===== src/rtl/producer_fsm.sv =====
// Two-lane burst producer.
// On an accepted start it captures base/stride/count and generates the
// arithmetic sequence base + k*stride. Items go one per cycle into two
// valid/ready output lanes. Lane choice is round-robin, with fallback to
// the other lane when the preferred one is stalled. An abort stops further
// issue, and items already in the lanes are still delivered.
module producer_fsm #(
    parameter int DATA_W = 32,
    parameter int CNT_W  = 16
) (
    input  logic              clk,
    input  logic              reset,
    input  logic              start,
    input  logic              abort,
    input  logic [DATA_W-1:0] base,
    input  logic [DATA_W-1:0] stride,
    input  logic [CNT_W-1:0]  count,
    output logic [DATA_W-1:0] pipeline1_inputs,
    output logic [DATA_W-1:0] pipeline2_inputs,
    output logic [1:0]        valid,
    input  logic [1:0]        ready,
    output logic              busy,
    output logic              done,
    output logic              aborted,
    output logic [CNT_W-1:0]  issued
);

    typedef enum logic [1:0] {
        IDLE  = 2'd0,
        ISSUE = 2'd1,
        DRAIN = 2'd2,
        DONE  = 2'd3
    } state_t;

    state_t            r_state;
    state_t            w_state_next;

    logic [DATA_W-1:0] r_acc;
    logic [DATA_W-1:0] r_stride;
    logic [CNT_W-1:0]  r_count;
    logic [CNT_W-1:0]  r_issued;
    logic [DATA_W-1:0] r_lane0;
    logic [DATA_W-1:0] r_lane1;
    logic [1:0]        r_valid;
    logic              r_rr;
    logic              r_aborted;
    logic              r_busy;
    logic              r_done;

    logic [1:0]        w_free;
    logic [1:0]        w_xfer;
    logic [CNT_W-1:0]  w_issued_inc;
    logic              w_accept;
    logic              w_load;
    logic              w_load_lane;
    logic              w_abort_hit;

    // A lane can take a new item if it is empty or its current item leaves this cycle.
    assign w_free       = ~r_valid | ready;
    assign w_xfer       = r_valid & ready;
    assign w_issued_inc = r_issued + {{(CNT_W-1){1'b0}}, 1'b1};

    // Next-state and issue decisions. Abort wins over any load in the same cycle.
    always_comb begin
        w_state_next = r_state;
        w_accept     = 1'b0;
        w_load       = 1'b0;
        w_load_lane  = 1'b0;
        w_abort_hit  = 1'b0;
        case (r_state)
            IDLE: begin
                if (start) begin
                    w_accept = 1'b1;
                    if (count == {CNT_W{1'b0}}) begin
                        w_state_next = DONE;
                    end else begin
                        w_state_next = ISSUE;
                    end
                end else begin
                    w_state_next = IDLE;
                end
            end
            ISSUE: begin
                if (abort) begin
                    w_abort_hit  = 1'b1;
                    w_state_next = DRAIN;
                end else if (w_free[r_rr]) begin
                    w_load      = 1'b1;
                    w_load_lane = r_rr;
                end else if (w_free[~r_rr]) begin
                    w_load      = 1'b1;
                    w_load_lane = ~r_rr;
                end else begin
                    w_load = 1'b0;
                end
                if (w_load && (w_issued_inc == r_count)) begin
                    w_state_next = DRAIN;
                end else begin
                    w_state_next = w_state_next;
                end
            end
            DRAIN: begin
                if (&w_free) begin
                    w_state_next = DONE;
                end else begin
                    w_state_next = DRAIN;
                end
            end
            DONE: begin
                w_state_next = IDLE;
            end
            default: begin
                w_state_next = IDLE;
            end
        endcase
    end

    // State register.
    always_ff @(posedge clk) begin
        if (reset) begin
            r_state <= IDLE;
        end else begin
            r_state <= w_state_next;
        end
    end

    // Burst configuration, running data accumulator, issue count and round-robin pointer.
    always_ff @(posedge clk) begin
        if (reset) begin
            r_acc     <= {DATA_W{1'b0}};
            r_stride  <= {DATA_W{1'b0}};
            r_count   <= {CNT_W{1'b0}};
            r_issued  <= {CNT_W{1'b0}};
            r_rr      <= 1'b0;
            r_aborted <= 1'b0;
        end else begin
            if (w_accept) begin
                r_acc     <= base;
                r_stride  <= stride;
                r_count   <= count;
                r_issued  <= {CNT_W{1'b0}};
                r_aborted <= 1'b0;
            end
            if (w_load) begin
                r_acc    <= r_acc + r_stride;
                r_issued <= w_issued_inc;
                r_rr     <= ~w_load_lane;
            end
            if (w_abort_hit) begin
                r_aborted <= 1'b1;
            end
        end
    end

    // Lane registers: load sets valid, a transfer without reload clears it, a stall holds.
    always_ff @(posedge clk) begin
        if (reset) begin
            r_lane0 <= {DATA_W{1'b0}};
            r_lane1 <= {DATA_W{1'b0}};
            r_valid <= 2'b00;
        end else begin
            if (w_load && (w_load_lane == 1'b0)) begin
                r_lane0    <= r_acc;
                r_valid[0] <= 1'b1;
            end else if (w_xfer[0]) begin
                r_valid[0] <= 1'b0;
            end
            if (w_load && (w_load_lane == 1'b1)) begin
                r_lane1    <= r_acc;
                r_valid[1] <= 1'b1;
            end else if (w_xfer[1]) begin
                r_valid[1] <= 1'b0;
            end
        end
    end

    // Status flags registered from the next state so they line up with the state register.
    always_ff @(posedge clk) begin
        if (reset) begin
            r_busy <= 1'b0;
            r_done <= 1'b0;
        end else begin
            r_busy <= (w_state_next != IDLE);
            r_done <= (w_state_next == DONE);
        end
    end

    assign pipeline1_inputs = r_lane0;
    assign pipeline2_inputs = r_lane1;
    assign valid            = r_valid;
    assign busy             = r_busy;
    assign done             = r_done;
    assign aborted          = r_aborted;
    assign issued           = r_issued;

endmodule


===== config.mk =====
export PLATFORM = sky130hd
export DESIGN_NAME = producer_fsm
export DESIGN_NICKNAME = d
export VERILOG_FILES = /design/src/rtl/producer_fsm.sv
export SDC_FILE = /design/constraint.sdc
export NUM_CORES = 1
export LEC_CHECK = 0
export ABC_CLOCK_PERIOD_IN_PS = 2600
export BUFFER_PORTS_ARGS = -buffer_cell sky130_fd_sc_hd__buf_2
export CORE_ASPECT_RATIO = 1.2
export CORE_MARGIN = 10
export CORE_UTILIZATION = 50
export DETAILED_ROUTE_END_ITERATION = 16
export PLACE_DENSITY = 0.76
export SLEW_MARGIN = 10
export SYNTH_ARGS = -nofsm -noshare
export SYNTH_HDL_FRONTEND = slang
export SYNTH_SLANG_ARGS = --single-unit
export TNS_END_PERCENT = 10

===== constraint.sdc =====
create_clock -name clk -period 2.6 [get_ports clk]
set_input_delay 0.39 -clock clk [delete_from_list [all_inputs] [get_ports clk]]
set_output_delay 0.39 -clock clk [all_outputs]
set_load 0.005 [all_outputs]

---- Word-level counts from Yosys, hierarchy flattened ----
Cells that the tools add are included.
storage, ports and cells
  output and inout bits ................... 85
  bits in registers ....................... 168
cells by class
  reduce and logical (&&, ||, !) cells .... 11
  order comparisons ....................... 2
  equality and inequality tests ........... 5
  $add $sub $neg .......................... 2
  bitwise gates (word level) .............. 5
  multiplexer cells ....................... 33
operators by type and width
  cell                                                                   number
  32-bit two-way mux                                                     2
  32-bit adder                                                           1
  16-bit two-way mux                                                     2
  1-bit two-way mux                                                      24
  16-bit by 1-bit adder with 16-bit output, second input constant        1
  16-bit equality test                                                   1
  16-bit zero test                                                       1
  2-bit nonzero test                                                     5
  2-bit two-way mux                                                      4
  2-bit case mux with 4 select lines                                     1
  2-bit equality test, second input constant                             3
  1-bit by 2-bit < comparator with 1-bit output, second input constant   2
  1-bit logical AND                                                      3
  2-bit AND                                                              1
  2-bit by 1-bit equality test with 1-bit output, second input constant  1
  2-bit zero test                                                        1
  1-bit NOT                                                              2
  2-bit NOT                                                              1
  2-bit OR                                                               1
  2-bit AND reduction                                                    1

---- Longest topological paths before layout ----
Gate-level depths: netlist of the first run.
  depth in word-level cells ............... 12
  depth in mapped cells ................... 11

---- Least setup slack after synthesis of the first run ----
OpenSTA, ideal clock, no wires.
  path kind ............................... register to register
  from .................................... register r_acc[0]
  to ...................................... register r_acc[24]
  clock period less this slack ............ 2.722 ns
  setup slack ............................. -0.122 ns
  required time ........................... 2.497 ns
  arrival time ............................ 2.618 ns
  library setup time ...................... 0.103 ns
  path buffers ............................ 0
  cell stages (with the launch flop) ...... 12
  path through ............................ dfxtp_1 ha_1 inv_1 fa_1 nand2b_1 a21oi_1 o2111ai_1 a21oi_1 o21ai_1 o31a_1 o211a_1 a2111oi_2
between the ends
  cells in the longest elaborated chain, start to end .. 2
ends and longest elaborated chain
  element                   line  source
  start: declaration        38    logic [DATA_W-1:0] r_acc;
  start signal: assignment  130   r_acc <= {DATA_W{1'b0}};
  start signal: assignment  138   r_acc <= base;
  start signal: assignment  145   r_acc <= r_acc + r_stride;
  32-bit adder              145
  32-bit two-way mux        144   if (w_load) begin
Every way passes these cells.
A chain may end at the register's enable or synchronous reset.

---- Final worst setup path of the first run ----
Same ends and word-level chain as after synthesis.

==> reports/metrics.cfg, run 1 <==
[yosys]
ys_warn_count=0
synth_top_area_cell=dfxtp_1
synthTopCellsByCount=nand2_1, a21oi_1, dfxtp_1
synth_edf_count=0
synthCells=1151
ys_seq_area_share_pct=39.09
ys.flop_type=dfxtp_1
synth.most_common_cell=nand2_1
synth_top_area_share_pct=39.09
syn_area_per_cell_um2=7.475
synth_area_leaders=dfxtp_1, nand2_1, a21oi_1
async_flop_share_pct=0
synth_seq_cells=168
synth_cell_types=59
netlist_area_um2=8603
syn-num-nets=1270

[die]
start_util_pct=50.86
die_area_um2=22880
coreArea_um2=16920
dieHeight_um=163.7
io_pins=171
dieWidth_um=139.7
row_count=52

[timing]
tightest_slew_ns=0.5167
clock.fmax_mhz=381.6
finalWorstSetupSlack_ns=-0.02057
setup_viol=1
whs_ns=0.1883
rsz0062_at_grt=yes
setup-tns-final_ns=-0.02057
fin_crit_ns=2.621
post-route-period-util_pct=100.8
maxSlewViolCount=0
hold_violations=0
skew_ns=0.01113
max_slew_margin_pct=65.55

[route]
first_pass_iters=6
wire_per_inst_um=16.90
vias=8770
wl_met2_um=13470
initialDrtViolationCount=573
drc=0
detail-route-antenna-nets=0
dr_wl_met3_um=1956
viasPerCell=5.597
wl_met1_um=10520
top_layer=met5
drt-total-wl_um=26480

[status]
violations=setup timing
outcome=complete, but fails checks

[final_layout]
fill_cells=1526
drive_gt1_share_pct=23.89
fin_nets=1454
ff_latch_area_um2=3366
areaGrowthSynthToFinish_pct=26.13
multiInputGateArea_um2=5061

[hold_path]
hold_class=in2reg
hold_path_depth=3

[power]
p_sw_mw=1.891
leakage_nw=4.679
finalPower_mw=6.752
seq_power_share_pct=41.8
p_sw_share_pct=28.00
combPwrFrac_pct=17.5
vdd.ir_drop.worst_v=0.0003869
clkPwrFrac_pct=40.7
power_report.internal_total_mw=4.862
cellPowerDensity_nw_per_um2=622.2

[clock_network]
cts_tree=done
clock_latency_ns=0.43
cts_made_buffers=17
cts-root-buf=clkbuf_16
cts.clk_slew.worst_paths_ns=0.07
cts_max_path_buffers=2
cts_hold_buf=0
clock-sinks=168
htreeDepth=4

[grt]
grt_pass1_vias=8554
gr-total-overflow=0
grt_pass1_wl_um=42450
grtUsageTotal_pct=22.29
antenna_found_initial=4
grt_max_degree=78

[worst_setup_path]
worst-r2r-cell-count=11
end_kind=register
worst_path_max_delay_cell=dfxtp_2
worstPathArrival_ns=2.95
required_ns=2.93
cp_max_fo=6
cpPeakStageDelay_ns=0.35
crit_type=reg2reg
cp.depth=11
cp-start-kind=register
crit_chain=ha_4, inv_1, fa_2, nand2b_4, a21oi_4, o2111ai_2, a21oi_2, o21ai_4, o31a_1, o211a_1, a2111oi_2
path_buf_inv=1
crit_family=compound AO/OA/AOI/OAI gates

[placed_design]
io_buffers=170
dp_hpwl_um=19370
place_congestion=0.9326

[job]
cap_violations=0

-- power groups by stage --
stage | clock (mW) | combinational (mW) | sequential [mW]
2_1_floorplan | 0 | 0.739 | 2.85
3_3_place_gp | 0 | 1.12 | 2.87
3_5_place_dp | 0 | 1.14 | 2.87
4_1_cts | 2.78 | 1.15 | 2.82
5_1_grt | 2.88 | 1.31 | 2.84
6_report | 2.75 | 1.18 | 2.82
-- cell usage in the layout, fill, tap and decap left out, types with 6 or more instances in the layout --
cell type  instances
nand3_1           15
nor2b_1            7
nand2b_1          12
nor2_1            61
a31oi_1            7
a311oi_1          16
clkbuf_16         17
xnor2_1           28
nor3_1            19
ha_1              29
xor2_1            10
o21ai_0           22
a21oi_1          174
and3_1            11
nand4_1            8
a211oi_1           6
a21o_1            16
inv_1             17
o21bai_1           6
nand2_1          319
nor4_1            13
and2_1             7
a31o_2             6
buf_2            169
buf_4             66
dfxtp_1          166
-- what timing repair did --
action | in CTS | in global routing
setup buffers | 1 | 1
setup endpoints to repair | 5 | 16
gates resized for setup | 6 | 24
gates cloned | 0 | 0
pin swaps | 4 | 7
-- kinds of logic (layout without fill, tap and decap cells) --
logic type	Yosys count	in the layout	synth area share, %
DFF	168	168	39.09
AOI/OAI and AO/OA	308	308	21.87
adders and majority gates	33	33	4.887
muxes	5	5	0.5818
and+or+nand+nor	507	507	25.49
other	0	3	0
buffers and inverters	92	289	4.203
xor gates and xnor gates	38	38	3.869
-- path summary, 6_finish.rpt --
| path | start | to | slack [ns] |
|---|---|---|---|
| max | r_acc[0] | r_acc[24] | -0.02 |
| min | stride[21] | r_stride[21] | 0.19 |
| max reg2reg | r_acc[0] | r_acc[24] | -0.02 |
| min reg2reg | pipeline1_inputs[9] | pipeline1_inputs[9] | 0.45 |
-- worst reg2reg max path: stages (launching register included) --
cell and delay (ns):
dfxtp_2 0.35, ha_4 0.13, inv_1 0.05, fa_2 0.35
nand2b_4 0.16, a21oi_4 0.15, o2111ai_2 0.18, a21oi_2 0.24
o21ai_4 0.14, o31a_1 0.35, o211a_1 0.22, a2111oi_2 0.20
-- per-stage QoR --
stage	std cells	cell area [um^2]	util (%)	setup WS [ns]
floorplan	1151	8625	-	0.01480
global placement	1530	10040	59.34	-0.02845
detailed placement	1530	10040	59.34	-0.09451
CTS	1563	10720	63.35	-0.002863
global route	1566	10850	64.13	-0.1011
finish	1567	10850	64.15	-0.02057
-- state kept, by name, summed over array words and instances (netlist names) --
signal            flops
pipeline1_inputs     32
pipeline2_inputs     32
r_acc                32
r_stride             32
issued               16
r_count              16
r_state               2
valid                 2
aborted               1
busy                  1
done                  1
r_rr                  1
-- area by class of cell --
cell class,instances,area share (%)
tap,216,2.490
clock buffer,19,4.174
clock inverter,13,1.741
antenna,3,0.06918
sequential,168,31.02
multi-input combinational,891,46.64
inverter,17,0.5880
timing repair buffer,240,13.28
-- layer usage --
metal	up-vias	track usage [%]
met5	-	0
met4	4	8.318
met3	42	6.037
li1	4362	-
met2	278	38.94
met1	4084	25.52
Power figures use the tool's default switching activity.
==> run 2: changes to the inputs <==
Settings changed: ABC_AREA set to 1.
==> reports/metrics.cfg, run 2 <==
[final_layout]
fin_nets=1561
layout_common_cells=nand2_1, nor2_1, buf_2, dfxtp_1, o21ai_0
areaGrowthSynthToFinish_pct=20.38
drive_gt1_share_pct=16.56
layout.cells.most_common=nand2_1
final_core_util_pct=61.84
finalNonFillerCells=1672
fill_cells=1614

[timing]
post-route-period-util_pct=90.13
maxSlewViolCount=0
tightest_slew_ns=0.7112
max_slew_margin_pct=52.52
finalWorstSetupSlack_ns=0.2567
skew_ns=0.009905
hold_violations=0
clock.fmax_mhz=426.7
rsz0062_at_grt=no
setup-tns-final_ns=0
fin_crit_ns=2.343
setup_viol=0

[grt]
grt_max_degree=66
grt_pass1_vias=8854
grtUsageTotal_pct=22.82
grt_pass1_wl_um=43390
gr-total-overflow=0
antenna_found_initial=1

[power]
leakage_nw=4.771
finalPower_mw=6.982
vdd.ir_drop.worst_v=0.0004772
cellPowerDensity_nw_per_um2=664.9

[placed_design]
dp_hpwl_um=20060
pre_cts_slack_ns=0.2439
post-place-cells=1639
io_buffers=170
place_congestion=0.9544

[clock_network]
cts_max_path_buffers=2
cts_made_buffers=17
cts.clk_slew.worst_paths_ns=0.06
cts_tree=done
post_cts_buffers=0
clock-sinks=168
cts_hold_buf=0
clock_latency_ns=0.43
cts-root-buf=clkbuf_16
htreeDepth=4

[die]
dieHeight_um=164.7
coreArea_um2=16980
die_area_um2=23150
start_util_pct=51.37
dieWidth_um=140.6
io_pins=171
row_count=52

[worst_setup_path]
crit_type=reg2reg
worstPathArrival_ns=2.63
cp-start-kind=register
cp_max_fo=4
end_kind=register
required_ns=2.89

[route]
detail-route-antenna-nets=0
initialDrtViolationCount=492
drc=0
drt-total-wl_um=26870
first_pass_iters=5
viasPerCell=5.349
wire_per_inst_um=16.07
vias=8944

[hold_path]
hold_class=in2reg

[yosys]
ys.flop_type=dfxtp_1
synth_top_area_cell=dfxtp_1
syn_area_per_cell_um2=6.747
synth_top_area_share_pct=38.55
synth_seq_cells=168
synth_cell_types=43
synthTopCellsByCount=nand2_1, nor2_1, dfxtp_1
netlist_area_um2=8723
ys_seq_area_share_pct=38.55
synth.most_common_cell=nand2_1
syn-num-nets=1412
synth_area_leaders=dfxtp_1, nand2_1, nor2_1
ys_warn_count=0
synthCells=1293
synth_edf_count=0
async_flop_share_pct=0

[status]
outcome=complete, no violations

[job]
cap_violations=0

run 2: cell count changes in the layout (fill, tap and decap cells not counted), sizes merged, moves of 11 or more:
| cell | change |
|---|---|
| nor3 | -14 |
| and3 | -11 |
| nor2 | +156 |
| buf | -51 |
| o21ai | +125 |
| a21oi | -38 |
| nand2 | -77 |
| xnor2 | -25 |
| a311oi | -15 |
| nand2b | -13 |
| nand3 | +58 |
| inv | +96 |
run 2: cell families after synthesis:
logic type,Yosys count,share of synthesized area (%)
buf+inv,175,7.774
simple gates,574,27.44
compound gates,328,19.91
xor+xnor,15,1.506
fa+ha+maj,33,4.819
flops,168,38.55
run 2: path summary, 6_finish.rpt:
check                             from                   end  slack (ns)  depth (start not counted)
setup / recovery              r_acc[0]             r_acc[26]        0.26                         15
hold / removal               stride[9]           r_stride[9]        0.21                          3
setup reg to reg              r_acc[0]             r_acc[26]        0.26                         15
hold reg to reg   pipeline2_inputs[16]  pipeline2_inputs[16]        0.44                          2
run 2: layout make-up:
type | instances | area, um^2 | share of cell area (%)
antenna | 1 | 2.502 | 0.02383
clock buffer | 21 | 450.4 | 4.289
clock inverter | 11 | 216.5 | 2.061
inverter | 116 | 435.4 | 4.146
multi-input combinational | 950 | 4707 | 44.82
sequential | 168 | 3363 | 32.03
tap | 216 | 270.3 | 2.574
timing repair buffer | 189 | 1056 | 10.06
run 2: repair_timing:
item,CTS,global route
endpoints found under the hold margin,0,0
setup endpoints to repair,0,3
resized for setup,0,2
run 2: critical path, stage by stage (launching register included):
cell,delay (ns)
dfxtp_1,0.37
ha_1,0.20
inv_1,0.06
fa_1,0.38
inv_1,0.10
nand3_1,0.08
nand2_2,0.11
nand3_1,0.07
nand2_1,0.13
nand2_1,0.06
nand2_1,0.13
nand4_1,0.12
nand3_1,0.09
nand2_1,0.04
o21ai_0,0.15
a21oi_1,0.08
run 2: metal layers:
layer / part of all wire [%] / up-vias / GRT usage, %
met5: 0 / - / 0
met2: 49 / 245 / 40.35
met1: 42 / 4089 / 25.98
met4: 2.6 / 0 / 8.976
met3: 6.3 / 44 / 5.429
li1: - / 4566 / -
run 2: stage by stage:
stage / area (um^2) / hold slack, ns
3_3_place_gp: 9827 / 0.4277
6_report: 10500 / 0.2117
5_1_grt: 10500 / 0.2161
2_1_floorplan: 8723 / 0.4402
3_5_place_dp: 9827 / 0.4331
4_1_cts: 10490 / 0.2095
run 2: where the power goes:
| group | internal, mW | total [mW] | switching (mW) |
|---|---|---|---|
| Sequential | 2.76 | 2.89 | 0.131 |
| Clock | 1.83 | 2.89 | 1.06 |
| Combinational | 0.448 | 1.20 | 0.756 |
| Total | 5.04 | 6.98 | 1.94 |
